--- config.mk ---
export PLATFORM = sky130hd
export DESIGN_NAME = uart_tx_arbiter
export DESIGN_NICKNAME = d
export VERILOG_FILES = /design/src/rtl/uart_tx_arbiter.sv
export SDC_FILE = /design/constraint.sdc
export NUM_CORES = 1
export LEC_CHECK = 0
export ABC_AREA = 1
export ABC_CLOCK_PERIOD_IN_PS = 2750
export CAP_MARGIN = 20
export CORE_AREA = 2 2 92 94
export DETAILED_ROUTE_END_ITERATION = 10
export DIE_AREA = 0 0 94 96
export PLACE_DENSITY = 0.71
export SYNTH_ARGS = -nofsm -noshare
export SYNTH_HDL_FRONTEND = slang
export SYNTH_SLANG_ARGS = --single-unit
--- constraint.sdc ---
create_clock -name clk -period 2.75 [get_ports clk]
set_clock_uncertainty 0.15 [all_clocks]
set_input_delay 0.6875 -clock clk [delete_from_list [all_inputs] [get_ports clk]]
set_output_delay 0.6875 -clock clk [all_outputs]
set_load 0.02 [all_outputs]
--- src/rtl/uart_tx_arbiter.sv ---
// Round-robin arbiter that shares one UART transmitter among NUM_REQ byte sources,
// locking ownership across a multi-byte packet until its last byte has been sent.
module uart_tx_arbiter #(
  parameter int NUM_REQ      = 4,
  parameter int HOLD_TIMEOUT = 255
) (
  input  logic                   clk,
  input  logic                   reset,
  input  logic [NUM_REQ-1:0]     req_valid,
  input  logic [8*NUM_REQ-1:0]   req_byte,
  input  logic [NUM_REQ-1:0]     req_last,
  output logic [NUM_REQ-1:0]     req_ack,
  output logic [NUM_REQ-1:0]     req_done,
  output logic [NUM_REQ-1:0]     grant,
  output logic [7:0]             UART_BYTE_OUT,
  output logic                   UART_START_SEND,
  input  logic [1:0]             UART_RESPONSE,
  output logic                   hold_timeout,
  output logic [2:0]             dbg_state
);

  localparam int IW = (NUM_REQ > 1) ? $clog2(NUM_REQ) : 1;
  localparam int CW = $clog2(HOLD_TIMEOUT + 1);
  localparam logic [CW-1:0] CNT_LAST = CW'(HOLD_TIMEOUT - 1);

  typedef enum logic [2:0] {
    S_IDLE  = 3'd0,
    S_ARM   = 3'd1,
    S_ISSUE = 3'd2,
    S_WAIT  = 3'd3,
    S_HOLD  = 3'd4
  } state_t;

  state_t               state_q, state_d;
  logic [IW-1:0]        rr_q, rr_d;
  logic [IW-1:0]        owner_q, owner_d;
  logic [NUM_REQ-1:0]   grant_q, grant_d;
  logic [NUM_REQ-1:0]   ack_q, ack_d;
  logic [NUM_REQ-1:0]   done_q, done_d;
  logic                 start_q, start_d;
  logic [7:0]           byte_q, byte_d;
  logic                 last_q, last_d;
  logic                 timeout_q, timeout_d;
  logic [CW-1:0]        cnt_q, cnt_d;

  logic                 pick_found;
  logic [IW-1:0]        pick_idx;

  function automatic logic [IW-1:0] wrap_inc(input logic [IW-1:0] base, input int step);
    int sum;
    sum = (int'(base) + step) % NUM_REQ;
    return IW'(sum);
  endfunction

  function automatic logic [7:0] byte_of(input logic [IW-1:0] idx,
                                         input logic [8*NUM_REQ-1:0] bytes);
    logic [7:0] b;
    b = '0;
    for (int i = 0; i < NUM_REQ; i++) begin
      if (IW'(i) == idx) b = bytes[8*i +: 8];
    end
    return b;
  endfunction

  function automatic logic [NUM_REQ-1:0] onehot(input logic [IW-1:0] idx);
    logic [NUM_REQ-1:0] v;
    v = '0;
    v[idx] = 1'b1;
    return v;
  endfunction

  // First valid requester at or above the rr pointer, wrapping.
  always_comb begin
    pick_found = 1'b0;
    pick_idx   = rr_q;
    for (int k = 0; k < NUM_REQ; k++) begin
      if (!pick_found && req_valid[wrap_inc(rr_q, k)]) begin
        pick_found = 1'b1;
        pick_idx   = wrap_inc(rr_q, k);
      end
    end
  end

  // Handshake: a requester holds req_valid/req_byte/req_last until it sees a
  // one-cycle req_ack; req_done later pulses once the UART reports the byte sent.
  always_comb begin
    state_d   = state_q;
    rr_d      = rr_q;
    owner_d   = owner_q;
    grant_d   = grant_q;
    ack_d     = '0;
    done_d    = '0;
    start_d   = 1'b0;
    byte_d    = byte_q;
    last_d    = last_q;
    timeout_d = 1'b0;
    cnt_d     = cnt_q;
    case (state_q)
      S_IDLE: begin
        if (pick_found) begin
          owner_d = pick_idx;
          grant_d = onehot(pick_idx);
          ack_d   = onehot(pick_idx);
          byte_d  = byte_of(pick_idx, req_byte);
          last_d  = req_last[pick_idx];
          state_d = S_ARM;
        end
      end
      S_ARM: begin
        if (!UART_RESPONSE[1]) state_d = S_ISSUE;
      end
      S_ISSUE: begin
        start_d = 1'b1;
        state_d = S_WAIT;
      end
      S_WAIT: begin
        if (UART_RESPONSE[0]) begin
          done_d = grant_q;
          if (last_q) begin
            grant_d = '0;
            rr_d    = wrap_inc(owner_q, 1);
            state_d = S_IDLE;
          end else begin
            cnt_d   = '0;
            state_d = S_HOLD;
          end
        end
      end
      S_HOLD: begin
        if (req_valid[owner_q]) begin
          ack_d   = grant_q;
          byte_d  = byte_of(owner_q, req_byte);
          last_d  = req_last[owner_q];
          cnt_d   = '0;
          state_d = S_ARM;
        end else if (cnt_q == CNT_LAST) begin
          timeout_d = 1'b1;
          grant_d   = '0;
          rr_d      = wrap_inc(owner_q, 1);
          state_d   = S_IDLE;
        end else begin
          cnt_d = cnt_q + CW'(1);
        end
      end
      default: state_d = S_IDLE;
    endcase
  end

  always_ff @(posedge clk) begin
    if (reset) begin
      state_q   <= S_IDLE;
      rr_q      <= '0;
      owner_q   <= '0;
      grant_q   <= '0;
      ack_q     <= '0;
      done_q    <= '0;
      start_q   <= 1'b0;
      byte_q    <= '0;
      last_q    <= 1'b0;
      timeout_q <= 1'b0;
      cnt_q     <= '0;
    end else begin
      state_q   <= state_d;
      rr_q      <= rr_d;
      owner_q   <= owner_d;
      grant_q   <= grant_d;
      ack_q     <= ack_d;
      done_q    <= done_d;
      start_q   <= start_d;
      byte_q    <= byte_d;
      last_q    <= last_d;
      timeout_q <= timeout_d;
      cnt_q     <= cnt_d;
    end
  end

  assign req_ack         = ack_q;
  assign req_done        = done_q;
  assign grant           = grant_q;
  assign UART_BYTE_OUT   = byte_q;
  assign UART_START_SEND = start_q;
  assign hold_timeout    = timeout_q;
  assign dbg_state       = state_q;

endmodule

# Word-level counts from Yosys, hierarchy flattened
# Index checks and enable logic that the tools add are counted.
# word_totals
regBits	38
in_bits	44
out_inout_bits	25
# classes
addsub	5
order_cmp	7
eq_ne	21
muxes	65
n_bitwise	3
n_reduce_logical	21
# ops
op	count
2-to-1 mux 8 bit	14
one-hot mux 8 bit (2 select lines)	2
2-to-1 mux 4 bit	7
< comparator 2 x 3 -> 1 bit, second input constant	6
2-to-1 mux 3 bit	6
2-to-1 mux 1 bit	16
inequality test 2 bit, second input constant	8
one-hot mux 3 bit (5 select lines)	1
binary-select mux 1 bit (select 2 bit)	7
2-to-1 mux 2 bit	7
one-hot mux 4 bit (3 select lines)	1
adder 8 x 1 -> 8 bit, second input constant	1
equality test 2 bit, first input constant	4
equality test 8 bit, second input constant	1
one-hot mux 4 bit (2 select lines)	1
AND reduction 4 bit	2
equality test 3 x 2 -> 1 bit, second input constant	2
inequality test 3 bit, second input constant	2
AND reduction 6 bit	1
OR reduction 3 bit	2
AND reduction 5 bit	1
adder 2 x 1 -> 2 bit, second input constant	2
adder 2 bit, second input constant	2
equality test 1 x 2 -> 1 bit, first input constant	2
other kinds (15)	24

# Longest topological paths before layout
# Gate-level depths: netlist of the first run.
# logic_depth
depth_word	19
ltp_mapped	18
mapped_depth_nobuf	17

# Worst setup path after synthesis of the first run
# Ideal clock, no wire load.
# synth_timing
kind	in2reg
start	in req_valid[0]
end	reg byte_q[0] (netlist: UART_BYTE_OUT[0])
setup_ns	0.119
arrival_ns	1.782
t_required_ns	2.481
setup_slack_ns	0.698
stages	12
path_cell_list	inv_1 -> nand2_1 -> nand3_1 -> nand2_1 -> nor2_4 -> nand2_1 -> o21ai_2 -> inv_2 -> nor2_8 -> inv_2 -> o21ai_0 -> a21oi_1
# synth_via
elab_chain_len	19
elab_cells_between_ends	36
classes_between	eq/ne: 5; mux: 23; reduce/logical: 8
# synth_lines
element	line_no	rtl
from (decl)	9	input logic [NUM_REQ-1:0] req_valid,
binary-select mux 1 bit (select 2 bit)	77	if (!pick_found && req_valid[wrap_inc(rr_q, k)]) begin
2-to-1 mux 1 bit (not written as such)	77	
2-to-1 mux 1 bit	77	
logical NOT 1 bit	77	
logical AND 1 bit	77	
2-to-1 mux 1 bit	77	
logical NOT 1 bit	77	
logical AND 1 bit	77	
2-to-1 mux 1 bit	77	
logical NOT 1 bit	77	
logical AND 1 bit	77	
2-to-1 mux 2 bit	77	
logical NOT 2 bit	60	if (IW'(i) == idx) b = bytes[8*i +: 8];
2-to-1 mux 8 bit (4 in a row)	60	
2-to-1 mux 8 bit	100	if (pick_found) begin
one-hot mux 8 bit (2 select lines)	98	case (state_q)
to (signal assigned)	170	byte_q <= byte_d;
to (decl)	41	logic [7:0] byte_q, byte_d;
# Several ways; a longest one is shown, not always the timed one. The select of a mux whose other input is x is not followed.
# A chain may end at the register's enable or synchronous reset.

# Final worst setup path of the first run
# layout_timing
start	in req_valid[1]
end	reg byte_q[4] (netlist: UART_BYTE_OUT[4])
# Same word-level chain as after synthesis.

==> results of run 1 <==
cells by family (layout without fill, tap and decap cells):
| logic type | after synthesis | after routing | synth area share (%) |
|---|---|---|---|
| xor+xnor | 1 | 1 | 0.318 |
| simple gates | 214 | 214 | 38.2 |
| buf+inv | 67 | 142 | 10.6 |
| compound gates | 98 | 98 | 20.5 |
| fa+ha+maj | 6 | 6 | 2.73 |
| flops | 38 | 38 | 27.6 |
registers in the layout (all words and copies together), names as in the netlist:
name,count
grant,4
req_done,4
rr_q,2
dbg_state,3
last_q,1
UART_BYTE_OUT,8
hold_timeout,1
owner_q,2
req_ack,4
UART_START_SEND,1
cnt_q,8
worst min path at each step:
stage	start	end	slack (ns)	cells after the start
detailed placement	grant[1]	req_done[1]	0.31	2
finish	grant[2]	req_done[2]	0.31	2
floorplan	cnt_q[0]	cnt_q[0]	0.31	1
CTS	grant[2]	req_done[2]	0.32	2
global placement	grant[1]	req_done[1]	0.31	2
global route	grant[2]	req_done[2]	0.34	2
cell usage after synthesis (6+ instances only):
master and n:
dfxtp_1 38, o21ai_0 39, nand2_2 19, a21oi_1 30, nand4_1 7, ha_1 6, clkbuf_1 7, nand3_1 37
inv_2 10, a22oi_1 8, nand2_1 82, a211oi_1 9, inv_1 39, nor2_1 47
layout make-up:
| type | instances | share of cell area, % |
|---|---|---|
| clock inverters | 2 | 0.271 |
| flip-flops and latches | 38 | 20.6 |
| clock buffers | 5 | 1.86 |
| repair buffers | 84 | 22.4 |
| multi-input cells | 319 | 46.1 |
| inverters | 51 | 5.25 |
| well taps | 105 | 3.56 |
routing by layer:
layer	routed length, um	vias up
met3	755	17
li1	-	1562
met5	0	-
met2	3730	151
met1	3630	1387
met4	140	0
critical path, cell delays in order:
cell             delay (ns)
clkdlybuf4s50_1        0.55
nand2_1                0.09
nand3_1                0.12
nand2_4                0.09
nand2_2                0.09
nand2_1                0.05
nand2_1                0.08
nand2_2                0.06
nand2_4                0.09
nand3_2                0.21
o21ai_0                0.26
inv_1                  0.07
nand2_1                0.07
a21oi_1                0.05
where the power goes:
part / switching (mW) / internal (mW)
Combinational: 1.41 / 0.929
Sequential: 0.104 / 0.677
Clock: 0.204 / 0.171
Total: 1.72 / 1.78
==> metrics.csv, run 1 <==
stage;metric;value;unit
grt;initial antenna violation count;0;
placement;PortBufs;68;
layout;area grow syn2layout;34.0;%
clock_network;TritonCTS clock tree;yes;
critical_path;CP max FO;10;
layout;Filler cells;852;
power;Leakage;1.53;nW
critical_path;CP arrival;2.59;ns
synth;Yosys warning total;0;
layout;Reg area;761;sq um
synth;Mapped Avg Cell Area;6.50;sq um
critical_path;R2R Setup Slk;0.37;ns
clock_network;# resized after CTS;0;
layout;Nets;549;
synth;Cells after Synth;424;
sta;fmax;0.391;GHz
layout;area of the multi-input gates;1700;sq um
clock_network;insertion delay to the later sink of the worst-skew pair;0.29;ns
layout;antenna cells;0;
grt;grt met2 use;31.7;%
synth;post-synthesis cell type count;40;
clock_network;CTS Buffer Depth;2;
drt;Vias/cell;5.16;
critical_path;Worst setup EP type;register;
synth;number of synthesized flops with an enable pin;0;
grt;met1 Use GR;23.3;%
critical_path;Worst Setup SP;req_valid[1];
critical_path;FF-to-FF path depth;13;
drt;Antenna Nets Post-Route;0;
floorplanning;# rows;33;
sta;Tmin final;2.56;ns
job;max_cap viols;0;
clock_network;Clk pin slew, worst setup/hold paths;0.08;ns
synth;sequential share of the synthesized area;27.6;%
grt;first-pass GRT wire length;13.5;mm
critical_path;Critical Path Sink;UART_BYTE_OUT[4];
sta;Final Setup Violations;0;
floorplanning;core area;8050;sq um
placement;detailed placement HPWL;6.25;mm
critical_path;Critical Path RT;2.79;ns
critical_path;CP Class;input port to register;
synth;area leader, netlist;dfxtp_1;
floorplanning;IO Pins;69;
synth;FF+latch count, synth;38;
sta;Worst Tran Pin Value;0.580;ns
layout;share of cells above drive strength 1;14.4;%
drt;drt pass-1 iters;5;
critical_path;CP Launch Type;input port;
run_status;status;finished clean;
synth;Post-Syn Area;2750;sq um
drt;DRT iter0 DRCs;223;
layout;Post-Layout Cell Count;604;
worst_hold_path;Hold WC Path Type;register to register;
placement;GPL Wtd Cong;0.859;
sta;final hold vios;0;
clock_network;cts hold-fix bufs;0;
critical_path;Crit Reg-Reg Startpoint;rr_q[1];
grt;busiest grt layer;met2;
grt;global route overflow;0;
clock_network;CTS H-tree lvls;2;
placement;placed cell areas;3610;sq um
clock_network;Setup Fix Bufs, Post-CTS;0;
layout;most common cell after layout, fill and taps aside;nand2_1;
floorplanning;die width;94;um
placement;DP Cell Count;597;
grt;met3 global-route usage;3.84;%
power;VDD IR-drop max;0.453;mV
layout;post-layout instance area;3690;sq um
sta;Slew Limit Fails;0;
layout;most frequent cells in the layout;nand2_1 (82), clkdlybuf4s50_1 (68), nor2_1 (47);
grt;Total GRT Usage;18.5;%
critical_path;RR Endpoint;UART_BYTE_OUT[4];
synth;Async SR Flop Fraction;0;%
layout;final core occ;45.8;%
placement;Worst Setup Slack post-DPL;-0.0759;ns
clock_network;CTS root buf;clkbuf_8;
sta;unrepaired setup endpoints after global routing;false;
drt;DRT Wirelength;8.25;mm
synth;largest cells by area after synthesis;dfxtp_1 (28%), nand2_1 (11%), o21ai_0 (7.1%), nand3_1 (6.7%), nor2_1 (6.4%);
synth;Syn Nets;474;
grt;maximum number of pins on one net before global-route repair;17;
synth;ys flop type;dfxtp_1;
power;Pwr Density;948;nW/um^2
drt;Routed wire per std cell;13.7;um
drt;DR vias;3117;
synth;post-synth top area share;27.6;%
floorplanning;Chip Height;96;um
sta;sum of negative setup slack;0;ns
power;total power;3.50;mW
clock_network;Sink Count;38;
grt;vias in the first global route;2941;
sta;Hold WS;0.311;ns
sta;worst relative slew slack;61.4;%
clock_network;TritonCTS buffer count;5;
drt;DRC viols;0;
sta;Worst Slack Setup Final;0.194;ns
floorplanning;Initial Utilization;34.2;%
sta;Tcrit/Tclk final;92.9;%
floorplanning;die area;9020;sq um
(Power assumes the default switching activity.)
==> run 2, diff against run 1 <==
--- a/config.mk
+++ b/config.mk
@@ -11,7 +11,6 @@
 export CORE_AREA = 2 2 92 94
 export DETAILED_ROUTE_END_ITERATION = 10
 export DIE_AREA = 0 0 94 96
-export PLACE_DENSITY = 0.71
 export SYNTH_ARGS = -nofsm -noshare
 export SYNTH_HDL_FRONTEND = slang
 export SYNTH_SLANG_ARGS = --single-unit
==> run 2 against run 1 <==
  * Core utilization increased by 0.61 points
  * Combinational power hardly changed
  * Largest cell class unchanged
  * Critical endpoint is now UART_BYTE_OUT[1]
  * Final area grew 1.3%
  * Die area stayed put
  * Critical path depth did not move
  * Flip-flop and latch count unchanged
  * Sequential share of layout area shrank 0.27 points
  * Fmax grew 2.9%
  * Cell count rose by 1.2%
==> metrics.csv, run 2 (synthesis results as in run 1) <==
stage;metric;value;unit;change
critical_path;CP Launch Type;input port;;
floorplanning;core area;8050;sq um;unchanged
critical_path;Critical Path RT;2.83;ns;+0.04 ns
floorplanning;Initial Utilization;34.2;%;unchanged
sta;Tmin final;2.48;ns;-0.0727 ns
floorplanning;die area;9020;sq um;unchanged
clock_network;TritonCTS clock tree;yes;;
layout;most frequent cells in the layout;nand2_1 (82), clkdlybuf4s50_1 (68), nor2_1 (47);;
job;max_cap viols;0;;unchanged
sta;unrepaired setup endpoints after global routing;false;;
clock_network;Clk pin slew, worst setup/hold paths;0.08;ns;about the same
layout;Nets;555;;+1.1%
worst_hold_path;Hold WC Path Type;register to register;;
sta;fmax;0.403;GHz;+2.9%
sta;Slew Limit Fails;0;;unchanged
clock_network;TritonCTS buffer count;5;;unchanged
sta;final hold vios;0;;unchanged
sta;worst relative slew slack;59.3;%;-2.0 points
sta;Final Setup Violations;0;;unchanged
critical_path;FF-to-FF path depth;13;;unchanged
drt;drt pass-1 iters;4;;-1
placement;GPL Wtd Cong;0.864;;+0.58%
grt;first-pass GRT wire length;13.7;mm;+1.2%
power;Leakage;1.56;nW;+2.0%
layout;most common cell after layout, fill and taps aside;nand2_1;;
drt;Antenna Nets Post-Route;0;;unchanged
layout;antenna cells;0;;unchanged
placement;Worst Setup Slack post-DPL;-0.0402;ns;+0.0357 ns
floorplanning;die width;94;um;unchanged
grt;initial antenna violation count;0;;unchanged
power;Pwr Density;946;nW/um^2;-0.19%
grt;vias in the first global route;2930;;-0.37%
layout;final core occ;46.4;%;+0.61 points
drt;DR vias;3024;;-3.0%
floorplanning;# rows;33;;unchanged
clock_network;Sink Count;38;;unchanged
drt;Vias/cell;4.95;;-4.1%
clock_network;# resized after CTS;0;;unchanged
grt;global route overflow;0;;unchanged
grt;maximum number of pins on one net before global-route repair;17;;unchanged
grt;Total GRT Usage;19.0;%;+0.55 points
critical_path;CP arrival;2.56;ns;-0.03 ns
drt;DRC viols;0;;unchanged
worst_hold_path;Hold Crit Depth;2;;unchanged
critical_path;R2R Setup Slk;0.45;ns;+0.08 ns
clock_network;CTS root buf;clkbuf_8;;
drt;DRT Wirelength;8.28;mm;+0.40%
placement;PortBufs;68;;unchanged
sta;Hold WS;0.329;ns;+0.0179 ns
sta;Tcrit/Tclk final;90.3;%;-2.6 points
critical_path;CP max FO;9;;-1
clock_network;CTS H-tree lvls;2;;unchanged
layout;area grow syn2layout;35.8;%;
placement;detailed placement HPWL;6.34;mm;+1.6%
clock_network;insertion delay to the later sink of the worst-skew pair;0.29;ns;about the same
clock_network;cts hold-fix bufs;0;;unchanged
clock_network;Setup Fix Bufs, Post-CTS;0;;unchanged
floorplanning;Chip Height;96;um;unchanged
drt;Routed wire per std cell;13.6;um;-0.75%
floorplanning;IO Pins;69;;unchanged
drt;DRT iter0 DRCs;132;;-41%
power;VDD IR-drop max;0.471;mV;+4.1%
sta;Worst Tran Pin Value;0.610;ns;+0.0302 ns
clock_network;CTS Buffer Depth;2;;unchanged
critical_path;CP Class;input port to register;;
sta;Worst Slack Setup Final;0.267;ns;+0.0727 ns
critical_path;Worst setup EP type;register;;
layout;Filler cells;830;;-2.6%
run_status;status;finished clean;;
layout;share of cells above drive strength 1;15.6;%;+1.2 points
[run 2: per-layer routing]
layer  share of wire [%]  routed length, um  GRT usage (%)  up-vias
li1                    -                  -              -     1570
met1                  45               3700           22.8     1354
met2                  47               3930           34.6       88
met3                 6.1                502           3.21       12
met4                 1.8                149           5.80        0
met5                   0                  0              0        -
[run 2: where the power goes]
part	switching, mW	internal (mW)	total, mW	leakage (nW)
registers	0.106	0.677	0.782	0.310
logic	1.42	0.934	2.35	1.21
clock network	0.203	0.202	0.405	0.0472
[run 2: final cells by class]
type	count	area, sq um	area share (%)
multi-input cells	319	1700	45.5
inverters	51	194	5.19
repair buffers	90	858	23.0
well taps	105	131	3.51
clock inverters	2	12.5	0.335
clock buffers	6	82.6	2.21
flip-flops and latches	38	761	20.3
[run 2: path summary, 6_finish.rpt]
path                start          endpoint
max          req_valid[2]  UART_BYTE_OUT[1]
min              grant[3]       req_done[3]
max reg2reg       rr_q[1]  UART_BYTE_OUT[5]
min reg2reg      grant[3]       req_done[3]
[run 2: critical path: stages]
cell and delay [ns]:
clkdlybuf4s50_1 0.46, inv_1 0.11, nand2_1 0.05, nand2_1 0.06
nand2_1 0.07, nand2_2 0.11, nand3_1 0.10, nand3_1 0.10
nand3_1 0.11, nand2_1 0.30, nand3_1 0.12, nand3_1 0.12
nand2_1 0.05, a21oi_1 0.11
[run 2: per-stage QoR]
| stage | cell area [sq um] | setup TNS, ns | cells | power [mW] |
|---|---|---|---|---|
| 2_1_floorplan | 2750 | 0 | 424 | 2.36 |
| 3_3_place_gp | 3640 | -0.184 | 603 | 3.12 |
| 3_5_place_dp | 3640 | -0.248 | 603 | 3.14 |
| 4_1_cts | 3740 | 0 | 611 | 3.56 |
| 5_1_grt | 3740 | 0 | 611 | 3.87 |
| 6_report | 3740 | 0 | 611 | 3.54 |
